### config.mk
export PLATFORM = sky130hd
export DESIGN_NAME = mem_arb_2to1
export DESIGN_NICKNAME = d
export VERILOG_FILES = /design/src/rtl/mem_msg_pkg.sv /design/src/rtl/mem_arb_2to1.sv
export SDC_FILE = /design/constraint.sdc
export NUM_CORES = 1
export LEC_CHECK = 0
export ABC_AREA = 0
export CORE_AREA = 2 2 376 378
export DETAILED_ROUTE_END_ITERATION = 8
export DIE_AREA = 0 0 378 380
export PLACE_DENSITY_LB_ADDON = 0.25
export REMOVE_ABC_BUFFERS = 1
export SLEW_MARGIN = 20
export SYNTH_ARGS = -nofsm -noshare
export SYNTH_HDL_FRONTEND = slang
export SYNTH_SLANG_ARGS = --single-unit
### constraint.sdc
create_clock -name clk -period 1.9 [get_ports clk]
set_input_delay 0.38 -clock clk [delete_from_list [all_inputs] [get_ports clk]]
set_output_delay 0.38 -clock clk [all_outputs]
set_load 0.01 [all_outputs]
### src/rtl/mem_msg_pkg.sv
`default_nettype none
// +------------------------------------------------------------------+
// | Package : mem_msg_pkg                                            |
// | Brief   : 16-byte memory request/response message formats shared |
// |           by the cache, the port arbiter and the RAM wrapper.    |
// | Rev     : 1.0  initial release                                   |
// +------------------------------------------------------------------+
package mem_msg_pkg;

  typedef struct packed {
    logic [2:0]   typ;
    logic [7:0]   opaque;
    logic [31:0]  addr;
    logic [3:0]   len;
    logic [127:0] data;
  } mem_req_16B_t;

  typedef struct packed {
    logic [2:0]   typ;
    logic [7:0]   opaque;
    logic [1:0]   test;
    logic [3:0]   len;
    logic [127:0] data;
  } mem_resp_16B_t;

endpackage
`default_nettype wire

### src/rtl/mem_arb_2to1.sv
`default_nettype none
// +------------------------------------------------------------------+
// | Module : mem_arb_2to1                                            |
// | Brief  : Round-robin 2:1 memory request arbiter with an in-order |
// |          port-ID FIFO that steers responses back to their owner. |
// | Rev    : 1.0  initial release                                    |
// +------------------------------------------------------------------+
module mem_arb_2to1 #(
  parameter int MAX_OUTST = 4
) (
  input  logic                       clk,
  input  logic                       rst_n,

  input  mem_msg_pkg::mem_req_16B_t  in0_req_msg,
  input  logic                       in0_req_val,
  output logic                       in0_req_rdy,
  output mem_msg_pkg::mem_resp_16B_t in0_resp_msg,
  output logic                       in0_resp_val,
  input  logic                       in0_resp_rdy,

  input  mem_msg_pkg::mem_req_16B_t  in1_req_msg,
  input  logic                       in1_req_val,
  output logic                       in1_req_rdy,
  output mem_msg_pkg::mem_resp_16B_t in1_resp_msg,
  output logic                       in1_resp_val,
  input  logic                       in1_resp_rdy,

  output mem_msg_pkg::mem_req_16B_t  out_req_msg,
  output logic                       out_req_val,
  input  logic                       out_req_rdy,
  input  mem_msg_pkg::mem_resp_16B_t out_resp_msg,
  input  logic                       out_resp_val,
  output logic                       out_resp_rdy
);

  localparam int                 C_PTR_W = $clog2(MAX_OUTST);
  localparam int                 C_CNT_W = C_PTR_W + 1;
  localparam logic [C_CNT_W-1:0] C_FULL  = C_CNT_W'(MAX_OUTST);

  logic [C_CNT_W-1:0]   r_cnt;
  logic [C_PTR_W-1:0]   r_wr_ptr;
  logic [C_PTR_W-1:0]   r_rd_ptr;
  logic [MAX_OUTST-1:0] r_ids;
  logic                 r_prio;

  logic w_full;
  logic w_empty;
  logic w_grant;
  logic w_push;
  logic w_pop;
  logic w_head;

  assign w_full  = (r_cnt == C_FULL);
  assign w_empty = (r_cnt == '0);

  // Grant selection: the priority pointer breaks ties, otherwise the lone requester wins
  always_comb begin
    w_grant = 1'b0;
    if (in0_req_val && in1_req_val) begin
      w_grant = r_prio;
    end else begin
      w_grant = in1_req_val;
    end
  end

  // Request path is purely combinational; rst_n gating keeps handshakes quiet during reset
  assign out_req_msg = w_grant ? in1_req_msg : in0_req_msg;
  assign out_req_val = rst_n & (in0_req_val | in1_req_val) & ~w_full;
  assign in0_req_rdy = rst_n & ~w_grant & out_req_rdy & ~w_full;
  assign in1_req_rdy = rst_n &  w_grant & out_req_rdy & ~w_full;
  assign w_push      = out_req_val & out_req_rdy;

  // Responses follow the FIFO head; nothing is accepted from memory while empty
  assign w_head       = r_ids[r_rd_ptr];
  assign in0_resp_msg = out_resp_msg;
  assign in1_resp_msg = out_resp_msg;
  assign in0_resp_val = out_resp_val & ~w_empty & ~w_head;
  assign in1_resp_val = out_resp_val & ~w_empty &  w_head;
  assign out_resp_rdy = ~w_empty & (w_head ? in1_resp_rdy : in0_resp_rdy);
  assign w_pop        = out_resp_val & out_resp_rdy;

  // Round-robin pointer moves to the other port after every forwarded request
  always_ff @(posedge clk or negedge rst_n) begin
    if (!rst_n) begin
      r_prio <= 1'b0;
    end else if (w_push) begin
      r_prio <= ~w_grant;
    end
  end

  // Order FIFO: record the granted port on push, advance the head on pop
  always_ff @(posedge clk or negedge rst_n) begin
    if (!rst_n) begin
      r_ids    <= '0;
      r_wr_ptr <= '0;
      r_rd_ptr <= '0;
    end else begin
      if (w_push) begin
        r_ids[r_wr_ptr] <= w_grant;
        r_wr_ptr        <= r_wr_ptr + C_PTR_W'(1);
      end
      if (w_pop) begin
        r_rd_ptr <= r_rd_ptr + C_PTR_W'(1);
      end
    end
  end

  // Occupancy counter; simultaneous push and pop cancel out
  always_ff @(posedge clk or negedge rst_n) begin
    if (!rst_n) begin
      r_cnt <= '0;
    end else begin
      case ({w_push, w_pop})
        2'b10:   r_cnt <= r_cnt + C_CNT_W'(1);
        2'b01:   r_cnt <= r_cnt - C_CNT_W'(1);
        default: r_cnt <= r_cnt;
      endcase
    end
  end

endmodule
`default_nettype wire

==> results by group, run 1 <==
Timing
  • Slew Limit Fails: 0
  • Period minus WS final: 2.31 ns
  • Final setup violation count: 180
  • Worst-Margin Slew: 0.344 ns
  • Final hold vios: 0
  • Worst setup margin: -0.413 ns
  • Max-slew headroom: 77.0%
  • Part of the cycle the worst path needs: 122%
  • Hold Slack: 0.241 ns
  • Fmax: 432 MHz
  • Clock Skews: 0.00224 ns
  • RSZ-0062 raised after global routing: yes
  • Setup TNS: -43.36 ns

Yosys
  • Flop and latch count out of synthesis: 12
  • Post-synth top area share: 43.1%
  • Avg Inst Size Synth: 5.46 µm²
  • Seq/Total Area, Yosys: 5.95%
  • Mapped Cells: 925
  • Cell Area, Synth: 0.00505 mm²
  • Ranking of synthesized cells by area: buf_4 43%, nand2_1 40%, dfrtp_1 5.9%
  • Distinct cell type count after synthesis: 25
  • Synth warn: 0
  • Cell taking the most area after synthesis: buf_4

Status
  • Violated checks: negative setup slack
  • Outcome: finished, violations left

Worst setup path
  • CP max stage cell: dfrtp_1
  • Worst Path Buf+Inv: 7
  • Kind of end point of the critical path: primary output
  • Critical path's top delay family: buffers and inverters
  • CP required: 1.52 ns
  • CP Class: reg -> out
  • RR Startpoint: r_rd_ptr[1]
  • Critical path peak fanout: 6
  • Critical Path, Cell by Cell: nand2b_4 -> buf_12 -> nand2_8 -> buf_12 -> buf_16 -> buf_12 -> buf_8 -> nand2_2 -> nand2_4 -> buf_12 -> buf_12
  • Startpoint Class: flip-flop
  • Worst Setup SP: r_prio
  • Most frequent CP cell: buf_12
  • Crit path DAT: 1.93 ns
  • Critical Path Max Stage Delay: 0.39 ns

Power
  • Peak supply drop: 0.253 mV
  • Pwr Total: 10.7 mW
  • Leak pwr: 6.97 nW
  • Pwr/cell area: 648 mW/mm²

Global routing
  • Initial antenna violation count: 10
  • Largest net degree at the start of global routing: 16
  • First-pass GRT wire length: 165000 µm
  • Vias in the first global route: 8490
  • Gr ovfl total: 0
  • GR Util All Layers: 19.5%

Clock tree
  • Cts hold-fix bufs: 0
  • Clk Tree Root Cell: clkbuf_16
  • TritonCTS Buffers: 3
  • Bufs on Longest Clock Path: 2
  • Clock transition at the registers of the reported paths: 0.04 ns
  • CTS HTree Levels: 1
  • # clock sinks: 12
  • CTS tree: built
  • Worst-Skew Late Latency: 0.24 ns

Layout
  • Nets: 1834
  • Layout cell share with drive strength beyond 1: 56.9%
  • Layout area overhead: 227%
  • Fin cells: 3200
  • Most frequent cells in the layout: 353 x clkdlybuf4s50_1, 216 x nand2_4, 165 x nand2_1
  • Most common library cell in the layout ignoring fill and taps: clkdlybuf4s50_1
  • Final instance area: 0.0165 mm²

Placement
  • Placed instance count: 3115
  • # port buffers: 538
  • Cell Area, Placed: 0.0124 mm²
  • HPWL reported at the end of detailed placement: 128000 µm
  • GPL Wtd Cong: 0.924

Run
  • MaxCap Viol Count: 0

Floorplan
  • Core ar.: 0.139 mm²
  • Die area: 0.144 mm²
  • Row count: 137
  • Die Y-Extent: 380 µm
  • # IOs: 974
  • Initial Util: 3.63%
  • DIE WIDTH: 378 µm

Route
  • Post-DR vias/cell: 2.75
  • DRC Markers: 0
  • WL per Instance: 45.9 µm
  • Vias: 8794
  • Initial DRT Pass Iterations: 4
  • Routed WL: 147000 µm
  • Antenna Violating Nets Remaining: 0
  • Initial DRC count: 615

Worst hold path
  • Hold Crit Class: in -> async
-- worst paths after layout --
path                                    endpoint  slack, ns  cells past startpoint
worst max-delay path            out_req_msg[165]      -0.41                     11
worst min-delay path                    r_cnt[0]       0.24                      2
worst max register to register          r_cnt[2]      -0.33                     11
worst min register to register          r_ids[0]       0.49                      1
max in group asynchronous               r_ids[3]       1.49                      2
min in group clk                        r_ids[0]       0.49                      1
-- logic make-up (layout without fill, tap and decap cells) --
family          after synthesis  count (layout)  share of synthesized area, %
flops                        12              12                          5.95
buf+inv                     336             734                          46.9
fa+ha+maj                     6               6                          1.64
simple gates                550             550                          41.8
other cells                   0               1                             0
xor+xnor                      5               5                         0.867
mux                          11              11                          2.28
compound gates                5               5                         0.570
-- state kept, by name (all words and copies together) (netlist names) --
signal and flops:
r_prio 1, r_wr_ptr 2, r_rd_ptr 2, r_ids 4, r_cnt 3
-- area by class of cell --
type	count	area, µm²
Fill cell	16100	123000
Timing Repair Buffer	724	8790
Multi-Input combinational cell	577	4960
Antenna cell	1	2.50
Inverter	7	26.3
Tap cell	1876	2350
Clock buffer	3	75.1
Sequential cell	12	300
-- through the flow --
stage	util, %	setup WS (ns)
after floorplan	-	-2.24
after global placement	8.90	-0.999
after detailed placement	8.90	-0.937
after CTS	10.6	-0.413
after global routing	11.9	-0.470
final	11.9	-0.413
-- repair_timing --
item,4_1_cts,5_1_grt
endpoints found under the hold margin,0,0
pin swaps,104,218
buffers inserted,57,43
endpoints found under the setup margin,188,183
resized for setup,827,487
cloned,11,7
-- cell usage after synthesis --
cell,n
nor3b_1,2
o31ai_1,1
ha_1,5
buf_2,13
inv_1,7
a21oi_1,1
buf_4,290
a31oi_1,1
buf_1,5
nor3b_2,1
and2_1,1
mux2i_1,7
o21ai_0,2
nand2_1,532
nor4b_4,1
fa_1,1
mux2_1,4
xor2_1,3
xnor2_1,2
clkbuf_1,21
dfrtp_1,12
nor2b_1,1
nor3_1,2
nand2b_1,2
nor2_1,8
-- where the power goes --
part | internal [mW] | switching (mW) | total [mW]
logic | 5.11 | 4.70 | 9.81
registers | 0.388 | 0.114 | 0.503
clock network | 0.274 | 0.104 | 0.378
-- metal layers --
| layer | vias up | wire length [µm] | GRT usage, % |
|---|---|---|---|
| li1 | 3285 | - | - |
| met1 | 3882 | 38400 | 14.6 |
| met2 | 1417 | 62700 | 29.5 |
| met3 | 170 | 35000 | 21.9 |
| met4 | 40 | 7970 | 8.21 |
| met5 | - | 2690 | 13.3 |
Power figures use the tool's default switching activity.
==> inputs of run 2 (changes only) <==
--- a/config.mk
+++ b/config.mk
@@ -6,9 +6,10 @@
 export NUM_CORES = 1
 export LEC_CHECK = 0
 export ABC_AREA = 0
-export CORE_AREA = 2 2 376 378
+export CORE_AREA = 2 2 380 382
 export DETAILED_ROUTE_END_ITERATION = 8
-export DIE_AREA = 0 0 378 380
+export DIE_AREA = 0 0 382 384
+export DONT_BUFFER_PORTS = 1
 export PLACE_DENSITY_LB_ADDON = 0.25
 export REMOVE_ABC_BUFFERS = 1
 export SLEW_MARGIN = 20
==> constraint.sdc (replaced) <==
create_clock -name clk -period 1.9 [get_ports clk]
set_input_delay 0.285 -clock clk [delete_from_list [all_inputs] [get_ports clk]]
set_output_delay 0.285 -clock clk [all_outputs]
set_load 0.01 [all_outputs]
==> run 2 against run 1 <==
  * Clock power grew 15%
  * Clock skew grew 0.0022 ns
  * Largest power group unchanged
  * Register-to-register slack gained 0.05 ns
  * Design area shrank 23%
  * Fmax grew 6.2%
  * The flow still finishes with violations (negative setup slack)
==> results by group, run 2 (same netlist as run 1, synthesis figures left out) <==
Clock tree
  • Clk Tree Root Cell: clkbuf_16
  • Clock transition at the registers of the reported paths: 0.05 ns (about the same)
  • CTS HTree Levels: 1 (unchanged)
  • CTS tree: built
  • Bufs on Longest Clock Path: 2 (unchanged)
  • # clock sinks: 12 (unchanged)
  • TritonCTS Buffers: 3 (unchanged)
  • Worst-Skew Late Latency: 0.24 ns (about the same)

Timing
  • Period minus WS final: 2.18 ns (-0.135 ns)
  • Final hold vios: 0 (unchanged)
  • Fmax: 459 MHz (+6.2%)
  • Worst-Margin Slew: 0.624 ns (+0.280 ns)
  • Part of the cycle the worst path needs: 115% (-7.1 points)
  • Max-slew headroom: 58.3% (-19 points)
  • Setup TNS: -15.83 ns (+27.54 ns)
  • RSZ-0062 raised after global routing: yes
  • Slew Limit Fails: 0 (unchanged)
  • Clock Skews: 0.00447 ns (+0.00223 ns)
  • Worst setup margin: -0.278 ns (+0.135 ns)
  • Final setup violation count: 168 (-6.7%)

Power
  • Peak supply drop: 0.458 mV (+81%)
  • Leak pwr: 5.46 nW (-22%)
  • Pwr/cell area: 779 mW/mm² (+20%)

Floorplan
  • Initial Util: 3.54% (-0.091 points)
  • Core ar.: 0.143 mm² (+2.6%)
  • Row count: 139 (+1.5%)
  • DIE WIDTH: 382 µm (+1.1%)
  • Die Y-Extent: 384 µm (+1.1%)
  • Die area: 0.147 mm² (+2.1%)
  • # IOs: 974 (unchanged)

Route
  • Initial DRT Pass Iterations: 4 (unchanged)
  • Antenna Violating Nets Remaining: 0 (unchanged)
  • Vias: 6771 (-23%)
  • Routed WL: 140000 µm (-4.6%)
  • WL per Instance: 51.7 µm (+13%)
  • Initial DRC count: 422 (-31%)
  • DRC Markers: 0 (unchanged)
  • Post-DR vias/cell: 2.50 (-9.1%)

Worst setup path
  • Worst Path Buf+Inv: 1 (-6)
  • Critical Path, Cell by Cell: mux2i_2 -> mux2i_2 -> mux2i_1 -> nor2_1 -> ha_2 -> inv_2 -> fa_2 -> xor2_1 -> nor2_1 -> xor2_1
  • Crit path DAT: 2.34 ns (+0.41 ns)
  • CP required: 2.06 ns (+0.54 ns)
  • Kind of end point of the critical path: flip-flop
  • CP Class: reg -> reg
  • Critical Path Max Stage Delay: 0.41 ns (+0.02 ns)
  • Critical path's top delay family: multiplexers
  • CP max stage cell: dfrtp_1
  • Startpoint Class: flip-flop
  • Critical path peak fanout: 3 (-3)

Placement
  • Worst slack at placement: -0.287 ns (+0.651 ns)
  • GPL Wtd Cong: 0.918 (-0.63%)
  • HPWL reported at the end of detailed placement: 114000 µm (-11%)
  • # port buffers: 0 (-100%)
  • Cell Area, Placed: 0.00707 mm² (-43%)
  • Placed instance count: 2613 (-16%)

Global routing
  • GR Util All Layers: 17.4% (-2.1 points)
  • Gr ovfl total: 0 (unchanged)
  • First-pass GRT wire length: 145000 µm (-12%)
  • Largest net degree at the start of global routing: 40 (+24)
  • M2 GR Usage: 27.4% (-2.2 points)
  • Global routing met3 resource utilization: 20.7% (-1.2 points)
  • Vias in the first global route: 5945 (-30%)
  • Met1 usage: 11.5% (-3.0 points)
  • Initial antenna violation count: 3 (-7)
  • GRT Max-Usage Layer: met2

Layout
  • Most common library cell in the layout ignoring fill and taps: nand2_4
  • Most frequent cells in the layout: 417 x nand2_4, 113 x buf_12, 51 x nand2_1, 51 x nand2_2, 32 x buf_16
  • Register with the most flip-flops: r_ids
  • # fillers: 16300 (+1.5%)
  • Post-layout util: 8.90% (-3.0 points)
  • Largest register FFs: 4 (unchanged)
  • Nets: 1314 (-28%)
  • Final instance area: 0.0127 mm² (-23%)
  • Regs by FF count: r_ids (4), r_cnt (3)
  • Fin cells: 2711 (-15%)
  • Layout area overhead: 152%
  • Layout cell share with drive strength beyond 1: 87.1% (+30 points)

Run
  • MaxCap Viol Count: 0 (unchanged)

Status
  • Outcome: finished, violations left
  • Violated checks: negative setup slack

Worst hold path
  • Hold Crit Class: in -> reg
## run 2: final cells by class
class | instances | area (µm²) | share of cell area (%)
flip-flops and latches | 12 | 300 | 2.36
multi-input cells | 577 | 5890 | 46.4
clock buffers | 4 | 88.8 | 0.699
well taps | 1903 | 2380 | 18.7
diodes | 4 | 10.0 | 0.0788
inverters | 7 | 26.3 | 0.207
repair buffers | 204 | 4000 | 31.5
## run 2: per-stage QoR
step                hold WS (ns)  power [mW]
global placement        -0.00978        5.45
floorplan                -0.0106        2.33
finish                     0.144        9.90
CTS                        0.136        8.61
detailed placement      -0.00978        5.42
global route               0.147        10.4
## run 2: worst reg2reg max path, stage by stage, from the launching register on
cell and delay [ns]:
dfrtp_1 0.41, mux2i_2 0.29, mux2i_2 0.13, mux2i_1 0.16, nor2_1 0.11, ha_2 0.19, inv_2 0.04, fa_2 0.33
xor2_1 0.15, nor2_1 0.13, xor2_1 0.15
## run 2: routing by layer
metal / vias up / part of all wire (%)
li1: 2264 / -
met1: 2901 / 25
met2: 1414 / 44
met3: 168 / 24
met4: 24 / 5.3
met5: - / 1.8
## run 2: worst paths after layout
check / from / end / slack [ns] / depth (start not counted)
min: in1_req_val / r_prio / 0.14 / 1
max in group asynchronous: rst_n / r_ids[0] / 0.99 / 1
min reg2reg: r_ids[2] / r_ids[2] / 0.52 / 1
min in group asynchronous: rst_n / r_ids[2] / 0.50 / 1
max: r_rd_ptr[1] / r_cnt[2] / -0.28 / 10
max reg2reg: r_rd_ptr[1] / r_cnt[2] / -0.28 / 10
## run 2: power by group
group | switching, mW | internal (mW) | leakage (nW)
Sequential | 0.105 | 0.388 | 0.144
Combinational | 4.76 | 4.21 | 5.27
Clock | 0.117 | 0.318 | 0.0442
## run 2: what timing repair did
| item | CTS | global route |
|---|---|---|
| hold buffers | 1 | 0 |
| pin swaps | 209 | 257 |
| resized for setup | 592 | 465 |
| cloned | 30 | 22 |
| buffers inserted | 38 | 12 |
| endpoints found under the setup margin | 102 | 179 |
| endpoints found under the hold margin | 12 | 0 |
==> inputs of run 3 (changes only) <==
--- a/config.mk
+++ b/config.mk
@@ -16,3 +16,4 @@
 export SYNTH_ARGS = -nofsm -noshare
 export SYNTH_HDL_FRONTEND = slang
 export SYNTH_SLANG_ARGS = --single-unit
+export TNS_END_PERCENT = 20
==> run 3 against run 2 <==
  * The run still ends with negative setup slack left
  * Power shrank 22%
  * Worst setup slack better by 0.023 ns
  * Clock-buffer cell count unchanged
  * Combinational power decreased by 24%
  * Critical path type unchanged
  * Worst hold slack better by 0.00062 ns
  * Critical endpoint unchanged
  * First-iteration DRC count increased by 2.8%
  * Clock power shrank 0.9%
==> results by group, run 3 (same netlist as run 1, synthesis figures left out) <==
Status
  • Outcome: finished, violations left
  • Violated checks: negative setup slack

Placement
  • # port buffers: 0 (unchanged)
  • Worst slack at placement: -0.287 ns (unchanged)
  • HPWL reported at the end of detailed placement: 114000 µm (unchanged)
  • GPL Wtd Cong: 0.918 (unchanged)
  • Cell Area, Placed: 0.00707 mm² (unchanged)

Floorplan
  • Initial Util: 3.54% (unchanged)
  • Row count: 139 (unchanged)
  • # IOs: 974 (unchanged)
  • DIE WIDTH: 382 µm (unchanged)
  • Die Y-Extent: 384 µm (unchanged)
  • Core ar.: 0.143 mm² (unchanged)
  • Die area: 0.147 mm² (unchanged)

Route
  • Vias: 6336 (-6.4%)
  • WL per Instance: 49.0 µm (-5.2%)
  • Initial DRT Pass Iterations: 4 (unchanged)
  • Routed WL: 131000 µm (-6.6%)
  • DRC Markers: 0 (unchanged)
  • Antenna Violating Nets Remaining: 0 (unchanged)
  • Initial DRC count: 434 (+2.8%)
  • Post-DR vias/cell: 2.37 (-5.0%)

Timing
  • Worst setup margin: -0.255 ns (+0.0230 ns)
  • Final hold vios: 0 (unchanged)
  • Worst-Margin Slew: 0.604 ns (-0.0197 ns)
  • Period minus WS final: 2.15 ns (-0.0230 ns)
  • Max-slew headroom: 59.6% (+1.3 points)
  • Part of the cycle the worst path needs: 113% (-1.2 points)
  • RSZ-0062 raised after global routing: yes
  • Final setup violation count: 155 (-7.7%)
  • Fmax: 464 MHz (+1.1%)
  • Slew Limit Fails: 0 (unchanged)
  • Clock Skews: 0.00377 ns (-0.000707 ns)

Global routing
  • Gr ovfl total: 0 (unchanged)
  • M2 GR Usage: 27.0% (-0.38 points)
  • Initial antenna violation count: 11 (+8)
  • Met1 usage: 11.0% (-0.51 points)
  • GRT Max-Usage Layer: met2
  • GR Util All Layers: 16.7% (-0.68 points)
  • First-pass GRT wire length: 139000 µm (-4.4%)
  • Global routing met3 resource utilization: 20.3% (-0.38 points)
  • Vias in the first global route: 5429 (-8.7%)
  • Largest net degree at the start of global routing: 79 (+98%)

Worst hold path
  • Worst Hold Launch: in1_req_val
  • Hold Crit Class: in -> reg

Clock tree
  • CTS HTree Levels: 1 (unchanged)
  • Worst-Skew Late Latency: 0.24 ns (about the same)
  • # clock sinks: 12 (unchanged)
  • TritonCTS Buffers: 3 (unchanged)
  • Bufs on Longest Clock Path: 2 (unchanged)
  • Clk Tree Root Cell: clkbuf_16
  • CTS tree: built
  • Clock transition at the registers of the reported paths: 0.05 ns (about the same)

Worst setup path
  • Crit path DAT: 2.32 ns (-0.02 ns)
  • CP required: 2.06 ns (about the same)
  • Critical path peak fanout: 3 (unchanged)
  • Kind of end point of the critical path: flip-flop
  • Startpoint Class: flip-flop
  • CP Class: reg -> reg
  • RR Startpoint: r_rd_ptr[1]
  • Worst Setup SP: r_rd_ptr[1]

Layout
  • Layout area overhead: 89.6%
  • Nets: 1270 (-3.3%)
  • Register with the most flip-flops: r_ids
  • Largest register FFs: 4 (unchanged)
  • Final instance area: 0.00958 mm² (-25%)
  • # fillers: 16700 (+2.5%)
  • Most common library cell in the layout ignoring fill and taps: nand2_1
  • Most frequent cells in the layout: 243 x nand2_1, 180 x nand2_2, 102 x nand2_4
  • Regs by FF count: r_ids (4), r_cnt (3)
  • Layout cell share with drive strength beyond 1: 60.8% (-26 points)

Power
  • Leak pwr: 3.74 nW (-31%)
  • Pwr Total: 7.72 mW (-22%)
  • Peak supply drop: 0.440 mV (-3.8%)
  • Pwr/cell area: 806 mW/mm² (+3.5%)

Run
  • MaxCap Viol Count: 0 (unchanged)
==> run 3: timing repair <==
item	in CTS	in global routing
buffers inserted	19	7
pin swaps	81	100
setup endpoints to repair	102	180
endpoints found under the hold margin	12	0
resized for setup	304	163
hold buffers	1	0
gates cloned	13	8
==> run 3: report_power, final <==
part	internal, mW	switching [mW]
registers	0.388	0.104
clock network	0.318	0.113
logic	3.10	3.69
==> run 3: final timing paths <==
check	slack (ns)	depth (start not counted)	end
max reg2reg	-0.25	10	r_cnt[2]
max	-0.25	10	r_cnt[2]
min	0.15	1	r_prio
max in group asynchronous	1.01	1	r_ids[0]
min in group asynchronous	0.50	1	r_ids[2]
min reg2reg	0.52	1	r_ids[3]
==> run 3: routing by layer <==
metal / vias to the layer above / wire [µm]
met1: 2652 / 32400
li1: 2155 / -
met5: - / 2560
met4: 25 / 5210
met3: 148 / 32000
met2: 1356 / 58800
==> run 3: worst max-delay path, cell delays in order, from the launching register on <==
cell     delay (ns)
dfrtp_1        0.41
mux2i_2        0.29
mux2i_2        0.13
mux2i_1        0.15
nor2_1         0.11
ha_2           0.19
inv_2          0.04
fa_2           0.33
xor2_1         0.15
nor2_1         0.12
xor2_1         0.15
==> run 3: area by class of cell <==
cell class,instances,area (µm²),area share (%)
Antenna cell,8,20.0,0.209
Clock buffer,4,88.8,0.928
Inverter,7,26.3,0.274
Multi-Input combinational cell,577,3740,39.1
Sequential cell,12,300,3.14
Tap cell,1903,2380,24.9
Timing Repair Buffer,160,3020,31.5
==> run 3: per-stage QoR <==
step	utilization, %	instances	hold slack (ns)	setup TNS (ns)
detailed placement	4.95	2613	-0.00978	-0.427
global route	6.70	2670	0.147	-26.50
CTS	6.10	2650	0.136	-19.77
finish	6.71	2671	0.145	-12.72
floorplan	-	596	-0.0106	-381.01
global placement	4.95	2613	-0.00978	-0.507
